File: src/rtl/pb_debounce.sv
// rtl/pb_debounce.sv - push-button synchroniser, debouncer and press/release/long-press event generator
//
// Conditions the raw active-low S2 button for the LED controller: two-flop
// synchroniser into CLK, four-state debounce FSM, registered clean level and
// one-cycle event pulses.
//
// Ports:
//   CLK        in   system clock
//   RESETn     in   asynchronous active-low reset
//   PB_RAW     in   raw button pin, asynchronous to CLK, 0 = pressed
//   PB_CLEAN   out  debounced level, 0 = pressed, 1 = released (registered)
//   PRESS_P    out  one-cycle pulse when a press is accepted
//   RELEASE_P  out  one-cycle pulse when a release is accepted
//   LONG_P     out  one-cycle pulse once a press has been held LONG_CYCLES
//   HELD       out  high from LONG_P until the release is accepted

module pb_debounce #(
  parameter int DEB_CYCLES  = 250000,
  parameter int LONG_CYCLES = 50000000,
  parameter int CNT_W       = 26
) (
  input  logic CLK,
  input  logic RESETn,
  input  logic PB_RAW,
  output logic PB_CLEAN,
  output logic PRESS_P,
  output logic RELEASE_P,
  output logic LONG_P,
  output logic HELD
);

  localparam logic [CNT_W-1:0] DEB_LAST  = CNT_W'(DEB_CYCLES - 1);
  localparam logic [CNT_W-1:0] LONG_LAST = CNT_W'(LONG_CYCLES - 1);
  localparam logic [CNT_W-1:0] CNT_ONE   = CNT_W'(1);

  typedef enum logic [1:0] {
    ST_UP      = 2'd0,
    ST_TO_DOWN = 2'd1,
    ST_DOWN    = 2'd2,
    ST_TO_UP   = 2'd3
  } state_t;

  state_t           state, state_nxt;
  logic             sync1, sync2;
  logic [CNT_W-1:0] deb_cnt, deb_nxt;
  logic [CNT_W-1:0] long_cnt, long_nxt;
  logic             clean_nxt, press_nxt, release_nxt, long_p_nxt, held_nxt;

  // Synchroniser resets to the released level so reset never looks like a press.
  always_ff @(posedge CLK or negedge RESETn) begin
    if (!RESETn) begin
      sync1 <= 1'b1;
      sync2 <= 1'b1;
    end else begin
      sync1 <= PB_RAW;
      sync2 <= sync1;
    end
  end

  always_ff @(posedge CLK or negedge RESETn) begin
    if (!RESETn) begin
      state     <= ST_UP;
      deb_cnt   <= '0;
      long_cnt  <= '0;
      PB_CLEAN  <= 1'b1;
      PRESS_P   <= 1'b0;
      RELEASE_P <= 1'b0;
      LONG_P    <= 1'b0;
      HELD      <= 1'b0;
    end else begin
      state     <= state_nxt;
      deb_cnt   <= deb_nxt;
      long_cnt  <= long_nxt;
      PB_CLEAN  <= clean_nxt;
      PRESS_P   <= press_nxt;
      RELEASE_P <= release_nxt;
      LONG_P    <= long_p_nxt;
      HELD      <= held_nxt;
    end
  end

  always_comb begin
    state_nxt   = state;
    deb_nxt     = deb_cnt;
    long_nxt    = long_cnt;
    clean_nxt   = PB_CLEAN;
    press_nxt   = 1'b0;
    release_nxt = 1'b0;
    long_p_nxt  = 1'b0;
    held_nxt    = HELD;

    case (state)
      ST_UP: begin
        if (!sync2) state_nxt = ST_TO_DOWN;
      end

      ST_TO_DOWN: begin
        if (sync2) begin
          state_nxt = ST_UP;
        end else if (deb_cnt == DEB_LAST) begin
          state_nxt = ST_DOWN;
          clean_nxt = 1'b0;
          press_nxt = 1'b1;
          long_nxt  = '0;
        end else begin
          deb_nxt = deb_cnt + CNT_ONE;
        end
      end

      ST_DOWN: begin
        // The long-press check is independent of the release check, so a
        // threshold hit in the same cycle sync2 rises still fires LONG_P.
        if (long_cnt != LONG_LAST) begin
          long_nxt = long_cnt + CNT_ONE;
        end else if (!HELD) begin
          long_p_nxt = 1'b1;
          held_nxt   = 1'b1;
        end
        if (sync2) state_nxt = ST_TO_UP;
      end

      ST_TO_UP: begin
        // long_cnt is left alone here so a release bounce does not restart
        // the long-press timer.
        if (!sync2) begin
          state_nxt = ST_DOWN;
        end else if (deb_cnt == DEB_LAST) begin
          state_nxt   = ST_UP;
          clean_nxt   = 1'b1;
          release_nxt = 1'b1;
          held_nxt    = 1'b0;
        end else begin
          deb_nxt = deb_cnt + CNT_ONE;
        end
      end

      default: state_nxt = ST_UP;
    endcase

    // Every state change restarts the debounce window.
    if (state_nxt != state) deb_nxt = '0;
  end

endmodule

File: config.mk
export PLATFORM = sky130hd
export DESIGN_NAME = pb_debounce
export DESIGN_NICKNAME = d
export VERILOG_FILES = /design/src/rtl/pb_debounce.sv
export SDC_FILE = /design/constraint.sdc
export NUM_CORES = 1
export LEC_CHECK = 0
export CORE_UTILIZATION = 40
export CTS_CLUSTER_DIAMETER = 80
export DETAILED_ROUTE_END_ITERATION = 10
export REMOVE_ABC_BUFFERS = 1
export SYNTH_ARGS = -nofsm -noshare
export SYNTH_HDL_FRONTEND = slang
export SYNTH_SLANG_ARGS = --single-unit
File: constraint.sdc
create_clock -name CLK -period 1.8 [get_ports CLK]
set_input_delay 0.18 -clock CLK [delete_from_list [all_inputs] [get_ports CLK]]
set_output_delay 0.18 -clock CLK [all_outputs]
set_load 0.01 [all_outputs]
## Word-level counts from Yosys, hierarchy flattened

Index checks and enable logic that the tools add are counted.

| word-level totals | value |
|---|---|
| bits of input ports | 3 |
| word-level logic and storage cells | 67 |
| output and inout bits | 5 |
| register bits | 61 |

| operators by class | value |
|---|---|
| multiplexer cells | 32 |
| add/sub/neg operators | 2 |
| reductions and logical operators | 9 |
| equality and inequality tests | 14 |

Operators by type and width:

| operator | count |
|---|---|
| two-way mux 26 bit | 7 |
| one-hot mux 26 bit (2 select lines) | 2 |
| adder 26 x 1 -> 26 bit (second input constant) | 2 |
| equality test 26 x 18 -> 1 bit (second input constant) | 1 |
| inequality test 26 bit (second input constant) | 1 |
| two-way mux 1 bit | 14 |
| two-way mux 2 bit | 6 |
| inequality test 2 bit (second input constant) | 6 |
| one-hot mux 2 bit (4 select lines) | 1 |
| AND reduction 4 bit | 2 |
| inequality test 3 bit (second input constant) | 2 |
| nonzero test 2 bit | 3 |
| AND reduction 5 bit | 1 |
| equality test 2 bit (second input constant) | 2 |
| one-hot mux 1 bit (2 select lines) | 2 |
| AND reduction 3 bit | 1 |
| nonzero test 3 bit | 1 |
| equality test 2 x 1 -> 1 bit (second input constant) | 1 |
| zero test 2 bit | 1 |
| inequality test 2 bit | 1 |

## Depth between registers and ports, before layout

Gate-level depths: netlist of the first run.

| logic depth | value |
|---|---|
| word-level depth | 7 |
| depth in mapped cells | 7 |
| depth with buffers taken out | 6 |

## Worst setup path before layout of the first run

No wires, ideal clock.

| timing | value |
|---|---|
| kind | flip-flop to flip-flop |
| start point | register deb_cnt[6] |
| end point | register long_cnt[3] |
| setup time | 0.142 ns |
| arrival time | 1.739 ns |
| stages on the path, launching flop included | 7 |
| buffers on the path | 1 |
| clock period less this slack | 1.881 ns |
| path slack | -0.081 ns |
| required time | 1.658 ns |
| cell sequence | dfrtp_1 > or4b_1 > nor4bb_1 > nand2_1 > buf_2 > o211ai_1 > o31ai_1 |

| between the ends | value |
|---|---|
| longest elaborated chain between the ends | 3 |

Ends and longest elaborated chain:

| what | RTL line | source |
|---|---|---|
| start, declared | 45 | `logic [CNT_W-1:0] deb_cnt, deb_nxt;` |
| start signal, assigned | 72 | `deb_cnt <= deb_nxt;` |
| equality test 26 x 18 -> 1 bit | 100 | `end else if (deb_cnt == DEB_LAST) begin` |
| inequality test 2 bit (no line) | -- |  |
| AND reduction 4 bit (no line) | -- |  |
| end signal, assigned | 73 | `long_cnt <= long_nxt;` |
| end, declared | 46 | `logic [CNT_W-1:0] long_cnt, long_nxt;` |

No other way between the ends.
A chain may end at the register's enable or synchronous reset.

## Worst setup path after layout of the first run

| timing | value |
|---|---|
| start point | register deb_cnt[6] |
| end point | register long_cnt[14] |

The elaborated chain is that of the path after synthesis.

==> impl_metrics.csv, run 1 <==
group,metric,value,unit
yosys,yosysSeqAreaShare,48.61,%
worst_setup_path,r2r-end,"long_cnt[14]$_DFFE_PN0P_",
sta,tns,-463.1,ps
detailed_routing,wirelength,7839,um
layout,diodes,0,
sta,skew,12.27,ps
detailed_routing,vias,2713,
yosys,ys_ff_latch,61,
cts,worstSkewPairLatency,350,ps
cts,cts_buffers,9,
placed_design,portBuffers,7,
power_and_ir_drop,p_int,2.111,mW
placed_design,hpwl,5072,um
power_and_ir_drop,power,2.768,mW
sta,worst_slack,-40.85,ps
worst_setup_path,end_kind,"register",
detailed_routing,firstDrtPassIters,4,
cts,tritoncts,"built",
cts,root_buffer,"clkbuf_8",
layout,multi_input_area,0.001828,sq mm
grt,grt_usage,20.29,%
sta,tightest_slew,594.7,ps
yosys,synthFlopType,"dfrtp_1",
power_and_ir_drop,static-leakage-power,1.953,nW
worst_setup_path,crit_buf_inv,1,
grt,grt_first_pass_wirelength,13080,um
worst_hold_path,min-delay-start,"PB_RAW",
cts,clkTransAtPathRegs,80,ps
die,die-area,0.008229,sq mm
die,rows,31,
run_status,violations,"setup timing",
worst_setup_path,slowest_stage,"or4b_4",
yosys,syn-instance-count,330,
sta,rsz0062_at_grt,"true",
power_and_ir_drop,power.net_switching,0.6572,mW
power_and_ir_drop,pwr-share-comb,4.5,%
sta,maxSlewHeadroom,60.18,%
detailed_routing,ant_nets,0,
yosys,synth_edf_count,0,
layout,final_cell_area,0.004385,sq mm
yosys,ys_warn_count,0,
power_and_ir_drop,seq_power_share,50.0,%
layout,fillers,658,
sta,finalHoldViolations,0,
die,die_w,90.72,um
detailed_routing,initialDrtViolationCount,120,
cts,clock_path_buffers,2,
die,fp.coreArea,0.007447,sq mm
sta,max_freq,543.2,MHz
yosys,synth.avg_cell_area,9.539,sq um
worst_setup_path,timing.critical_path.slowest_cell_delay,580,ps
power_and_ir_drop,powerDensity,631.3,mW/mm^2
cts,clock_sinks,61,
die,start_util,42.27,%
worst_setup_path,path_depth,6,
layout,layout-drive-gt1-share,32.45,%
worst_setup_path,cp_max_fo,6,
worst_setup_path,critical_path.top_delay_family,"simple AND/OR/NAND/NOR gates",
yosys,netlist_area,0.003148,sq mm
die,die_y,90.72,um
grt,first_global_vias,2681,
worst_setup_path,reg2regPathDepth,6,
placed_design,routabilityCongestion,0.8306,
placed_design,place_area,0.003805,sq mm
sta,period_minus_slack,1841,ps
worst_hold_path,hold_end,"sync1$_DFF_PN1_",
grt,grt-ovfl-total,0,
worst_hold_path,min_path_type,"input port to register",
worst_setup_path,r2r_setup_slack,-40,ps
worst_setup_path,cp.arrival,2070,ps
flow_run,maxCapViolCount,0,
die,ios,8,
detailed_routing,vias_per_cell,5.268,
run_status,outcome,"finished, violations left",
sta,setup_viol,27,
worst_setup_path,worstPathRequired,2030,ps
grt,antenna_found_initial,0,
sta,final.period_utilization,102.3,%
worst_setup_path,startpoint_type,"register",
layout,area_delta_synth_final,39.31,%
sta,drv_slew,0,
detailed_routing,drc,0,
layout,seq_area,0.001530,sq mm
layout,nets,416,
worst_hold_path,hold_depth,1,
worst_setup_path,criticalPathCategory,"register to register",
yosys,async_flop_share,100.0,%
detailed_routing,wire_per_inst,15.22,um
power_and_ir_drop,switching_share,23.74,%
worst_setup_path,crit_chain,"or4b_4 > nor4bb_4 > nand2_2 > buf_6 > nand2b_1 > mux2i_1",
power_and_ir_drop,power_frac_clock,45.5,%
power_and_ir_drop,peakVddDrop,0.5887,mV
yosys,synth.distinct_cells,39,
worst_setup_path,r2r_start,"deb_cnt[6]$_DFFE_PN0P_",
grt,grt_max_degree,62,
cts,htree_levels,3,
[cells by family after synthesis]
| logic type | after synthesis | synth area share, % |
|---|---|---|
| multiplexers | 11 | 3.537 |
| adder cells (fa/ha/maj) | 2 | 0.7948 |
| AND/OR/NAND/NOR | 184 | 31.04 |
| buffers and inverters | 15 | 1.987 |
| AO/OA/AOI/OAI | 21 | 4.014 |
| flip-flops | 61 | 48.61 |
| XOR/XNOR | 36 | 10.02 |
[cell usage after synthesis (all sizes together), types with 3 or more instances]
master | instances | area [sq um]
nand3 | 17 | 85.08
a21oi | 7 | 35.03
nor4 | 14 | 93.84
nor3 | 17 | 85.08
nand4 | 10 | 68.81
inv | 7 | 26.28
xnor2 | 26 | 227.7
nor2 | 47 | 176.4
xor2 | 10 | 87.58
dfstp | 3 | 78.83
and4 | 9 | 78.83
buf | 5 | 25.02
mux2i | 10 | 100.1
nor3b | 3 | 27.52
clkbuf | 3 | 11.26
nand2 | 35 | 131.4
nand2b | 3 | 18.77
dfrtp | 58 | 1451
nand3b | 3 | 22.52
or3 | 5 | 31.28
o211ai | 3 | 22.52
and2 | 5 | 31.28
and3 | 8 | 50.05
o21ai | 7 | 35.03
[per-layer routing]
metal	GRT usage (%)	up-vias	routed length, um	share of wire [%]
li1	-	1327	-	-
met1	27.23	1339	3750	48
met2	31.76	38	3771	48
met3	4.545	9	207	2.6
met4	7.930	0	110	1.4
met5	0	-	0	0
[state kept, by name, indices dropped and copies added, names as in the netlist]
signal,cells
deb_cnt,26
long_cnt,26
state,2
HELD,1
LONG_P,1
PB_CLEAN,1
PRESS_P,1
RELEASE_P,1
sync1,1
sync2,1
[stage by stage]
| stage | setup WS [ps] | hold slack, ps | instances | util [%] |
|---|---|---|---|---|
| global placement | -41.26 | 221.4 | 491 | 51.09 |
| floorplan | -485.7 | -115.6 | 322 | - |
| finish | -40.85 | 235.8 | 515 | 58.89 |
| global route | -114.0 | 223.3 | 515 | 58.89 |
| CTS | -45.21 | 229.2 | 513 | 56.33 |
| detailed placement | -96.34 | 220.9 | 491 | 51.09 |
[cell type report]
cell class,count,area share (%)
inverter,7,0.5991
clock inverter,5,1.369
sequential,61,34.89
timing repair buffer,78,15.41
tap,99,2.825
multi-input combinational,254,41.68
clock buffer,11,3.224
[cells in the final DEF, fill, tap and decap left out, drive strengths merged, types with 8 or more instances in the layout]
master / Yosys / routed
nand3: 17 / 17
nand2: 35 / 35
clkbuf: 3 / 11
xor2: 10 / 10
nor3: 17 / 17
mux2i: 10 / 10
nor2: 47 / 47
buf: 5 / 71
xnor2: 26 / 26
nor4: 14 / 14
nand4: 10 / 10
and4: 9 / 9
dfrtp: 58 / 58
and3: 8 / 8
[worst max path at each step]
stage	slack (ps)	from	to
floorplan	-490	deb_cnt[6]$_DFFE_PN0P_	deb_cnt[10]$_DFFE_PN0P_
global placement	-40	long_cnt[0]$_DFFE_PN0P_	long_cnt[1]$_DFFE_PN0P_
detailed placement	-100	deb_cnt[6]$_DFFE_PN0P_	long_cnt[14]$_DFFE_PN0P_
CTS	-50	deb_cnt[6]$_DFFE_PN0P_	long_cnt[14]$_DFFE_PN0P_
global route	-110	deb_cnt[6]$_DFFE_PN0P_	deb_cnt[20]$_DFFE_PN0P_
finish	-40	deb_cnt[6]$_DFFE_PN0P_	long_cnt[14]$_DFFE_PN0P_
[power groups by stage]
stage          combinational, mW  clock, mW  sequential, mW
6_report                   0.126       1.26            1.38
5_1_grt                    0.138       1.34            1.38
4_1_cts                    0.113       1.28            1.38
3_5_place_dp              0.0939          0            1.41
3_3_place_gp              0.0924          0            1.41
2_1_floorplan             0.0234          0            1.41
[worst reg2reg max path, cell delays in order (launching register included)]
cell and delay, ps:
dfrtp_1 390, or4b_4 580, nor4bb_4 320, nand2_2 130
buf_6 160, nand2b_1 70, mux2i_1 70
[repair_timing]
action,CTS,global route
buffers inserted,3,3
endpoints found under the hold margin,58,0
hold buffers,1,0
resized for setup,36,39
gates cloned,3,0
setup endpoints to repair,53,54
pin swaps,15,18
(Power assumes the default switching activity.)
==> run 2, diff against run 1 <==
==> constraint.sdc (replaced) <==
create_clock -name CLK -period 2.37 [get_ports CLK]
set_input_delay 0.237 -clock CLK [delete_from_list [all_inputs] [get_ports CLK]]
set_output_delay 0.237 -clock CLK [all_outputs]
set_load 0.01 [all_outputs]
==> impl_metrics.csv, run 2 (same netlist as run 1, synthesis figures left out) <==
group,metric,value,unit
run_status,outcome,"finished, violations left",
run_status,violations,"hold timing",
layout,diodes,0,
grt,grt_first_pass_wirelength,11060,um
power_and_ir_drop,powerDensity,543.3,mW/mm^2
sta,finalHoldViolations,15,
die,fp.coreArea,0.007447,sq mm
sta,skew,7.013,ps
layout,layout_commonest_cell,"dfrtp_1",
detailed_routing,vias_per_cell,5.278,
cts,cts_hold_buffers,0,
sta,max_freq,473.6,MHz
detailed_routing,initialDrtViolationCount,138,
detailed_routing,ant_nets,0,
worst_setup_path,worstPathRequired,2590,ps
cts,root_buffer,"clkbuf_8",
power_and_ir_drop,power,1.933,mW
cts,htree_levels,3,
worst_setup_path,reg2regPathDepth,5,
layout,final_cell_mix,"58 x dfrtp_1, 47 x nor2_1, 35 x nand2_1",
sta,period_minus_slack,2111,ps
placed_design,routabilityCongestion,0.7613,
sta,tns,0,ps
grt,grt_max_degree,39,
worst_setup_path,startpoint_type,"register",
layout,utilization,47.77,%
placed_design,hpwl,4523,um
worst_setup_path,r2r-end,"long_cnt[3]$_DFFE_PN0P_",
sta,tightest_slew,829.9,ps
layout,nets,355,
cts,cts_post_setup_buffers_inserted,0,
flow_run,maxCapViolCount,0,
cts,clock_sinks,61,
layout,fillers,724,
worst_setup_path,cp.arrival,2330,ps
worst_setup_path,end_kind,"register",
layout,biggestRegsByFlops,"deb_cnt x26, long_cnt x26, state x2",
grt,grt-ovfl-total,0,
die,die-area,0.008229,sq mm
worst_setup_path,r2r_start,"deb_cnt[6]$_DFFE_PN0P_",
cts,clock_path_buffers,2,
layout,area_delta_synth_final,13.00,%
detailed_routing,wirelength,6318,um
worst_setup_path,startpoint,"deb_cnt[6]$_DFFE_PN0P_",
die,start_util,42.27,%
sta,maxSlewHeadroom,44.68,%
grt,grt_usage,16.98,%
layout,seq_area,0.001530,sq mm
detailed_routing,firstDrtPassIters,5,
die,ios,8,
cts,worstSkewPairLatency,340,ps
worst_setup_path,cp_max_fo,13,
cts,cts.repair.resized,0,
sta,final.period_utilization,89.08,%
grt,antenna_found_initial,0,
placed_design,portBuffers,7,
worst_setup_path,r2r_setup_slack,260,ps
sta,drv_slew,0,
sta,rsz0062_at_grt,"false",
detailed_routing,vias,2396,
layout,multi_input_area,0.001562,sq mm
power_and_ir_drop,peakVddDrop,0.3594,mV
layout,layout-drive-gt1-share,10.14,%
sta,holdWs,-5.151,ps
cts,cts_buffers,9,
power_and_ir_drop,static-leakage-power,1.448,nW
die,rows,31,
cts,clkTransAtPathRegs,80,ps
detailed_routing,wire_per_inst,13.92,um
grt,first_global_vias,2301,
sta,setup_viol,0,
worst_hold_path,min_path_type,"input port to asynchronous set/reset pin",
worst_setup_path,criticalPathCategory,"register to register",
die,die_y,90.72,um
detailed_routing,drc,0,
die,die_w,90.72,um
cts,tritoncts,"built",
run 2: layout make-up:
cell class	instances	area share (%)
clock inverters	7	1.442
inverters	7	0.7387
repair buffers	17	3.939
well taps	99	3.482
clock buffers	9	3.482
flip-flops and latches	61	43.02
multi-input cells	254	43.90
run 2: worst max-delay path: stages (launching register included):
cell and delay [ps]:
dfrtp_1 430, or4b_1 600, nor4bb_1 360, nand2_1 320, o211ai_1 190, o31ai_1 90
run 2: worst max-delay path by stage:
stage	slack, ps	endpoint
after global placement	300	long_cnt[3]$_DFFE_PN0P_
after global routing	80	long_cnt[3]$_DFFE_PN0P_
after detailed placement	240	long_cnt[3]$_DFFE_PN0P_
after floorplan	80	deb_cnt[10]$_DFFE_PN0P_
after CTS	230	long_cnt[3]$_DFFE_PN0P_
final	260	long_cnt[3]$_DFFE_PN0P_
run 2: stage by stage:
step | cell area, sq um | setup slack, ps | std cells
after global placement | 3382 | 303.4 | 438
after detailed placement | 3382 | 240.5 | 438
after floorplan | 3112 | 84.35 | 322
after CTS | 3557 | 226.5 | 454
final | 3557 | 258.7 | 454
after global routing | 3557 | 82.92 | 454
run 2: where the power goes:
group	leakage (nW)	switching, mW	total (mW)	internal, mW
clock network	0.0856	0.445	0.826	0.382
registers	0.838	0.00537	1.05	1.05
logic	0.525	0.0385	0.0538	0.0153
total	1.45	0.488	1.93	1.44
run 2: layer usage:
layer / share of wire [%] / GRT usage (%) / routed length [um]
met5: 0 / 0 / 0
met4: 0.73 / 4.973 / 46
met3: 3.2 / 5.640 / 201
met2: 45 / 25.88 / 2830
met1: 51 / 22.87 / 3240
==> run 3, diff against run 2 <==
==> constraint.sdc (replaced) <==
create_clock -name CLK -period 1.8 [get_ports CLK]
set_input_delay 0.18 -clock CLK [delete_from_list [all_inputs] [get_ports CLK]]
set_output_delay 0.18 -clock CLK [all_outputs]
set_load 0.01 [all_outputs]
==> results of run 3 <==
Same layout as run 1: the final DEF is identical, and so are final timing and power.
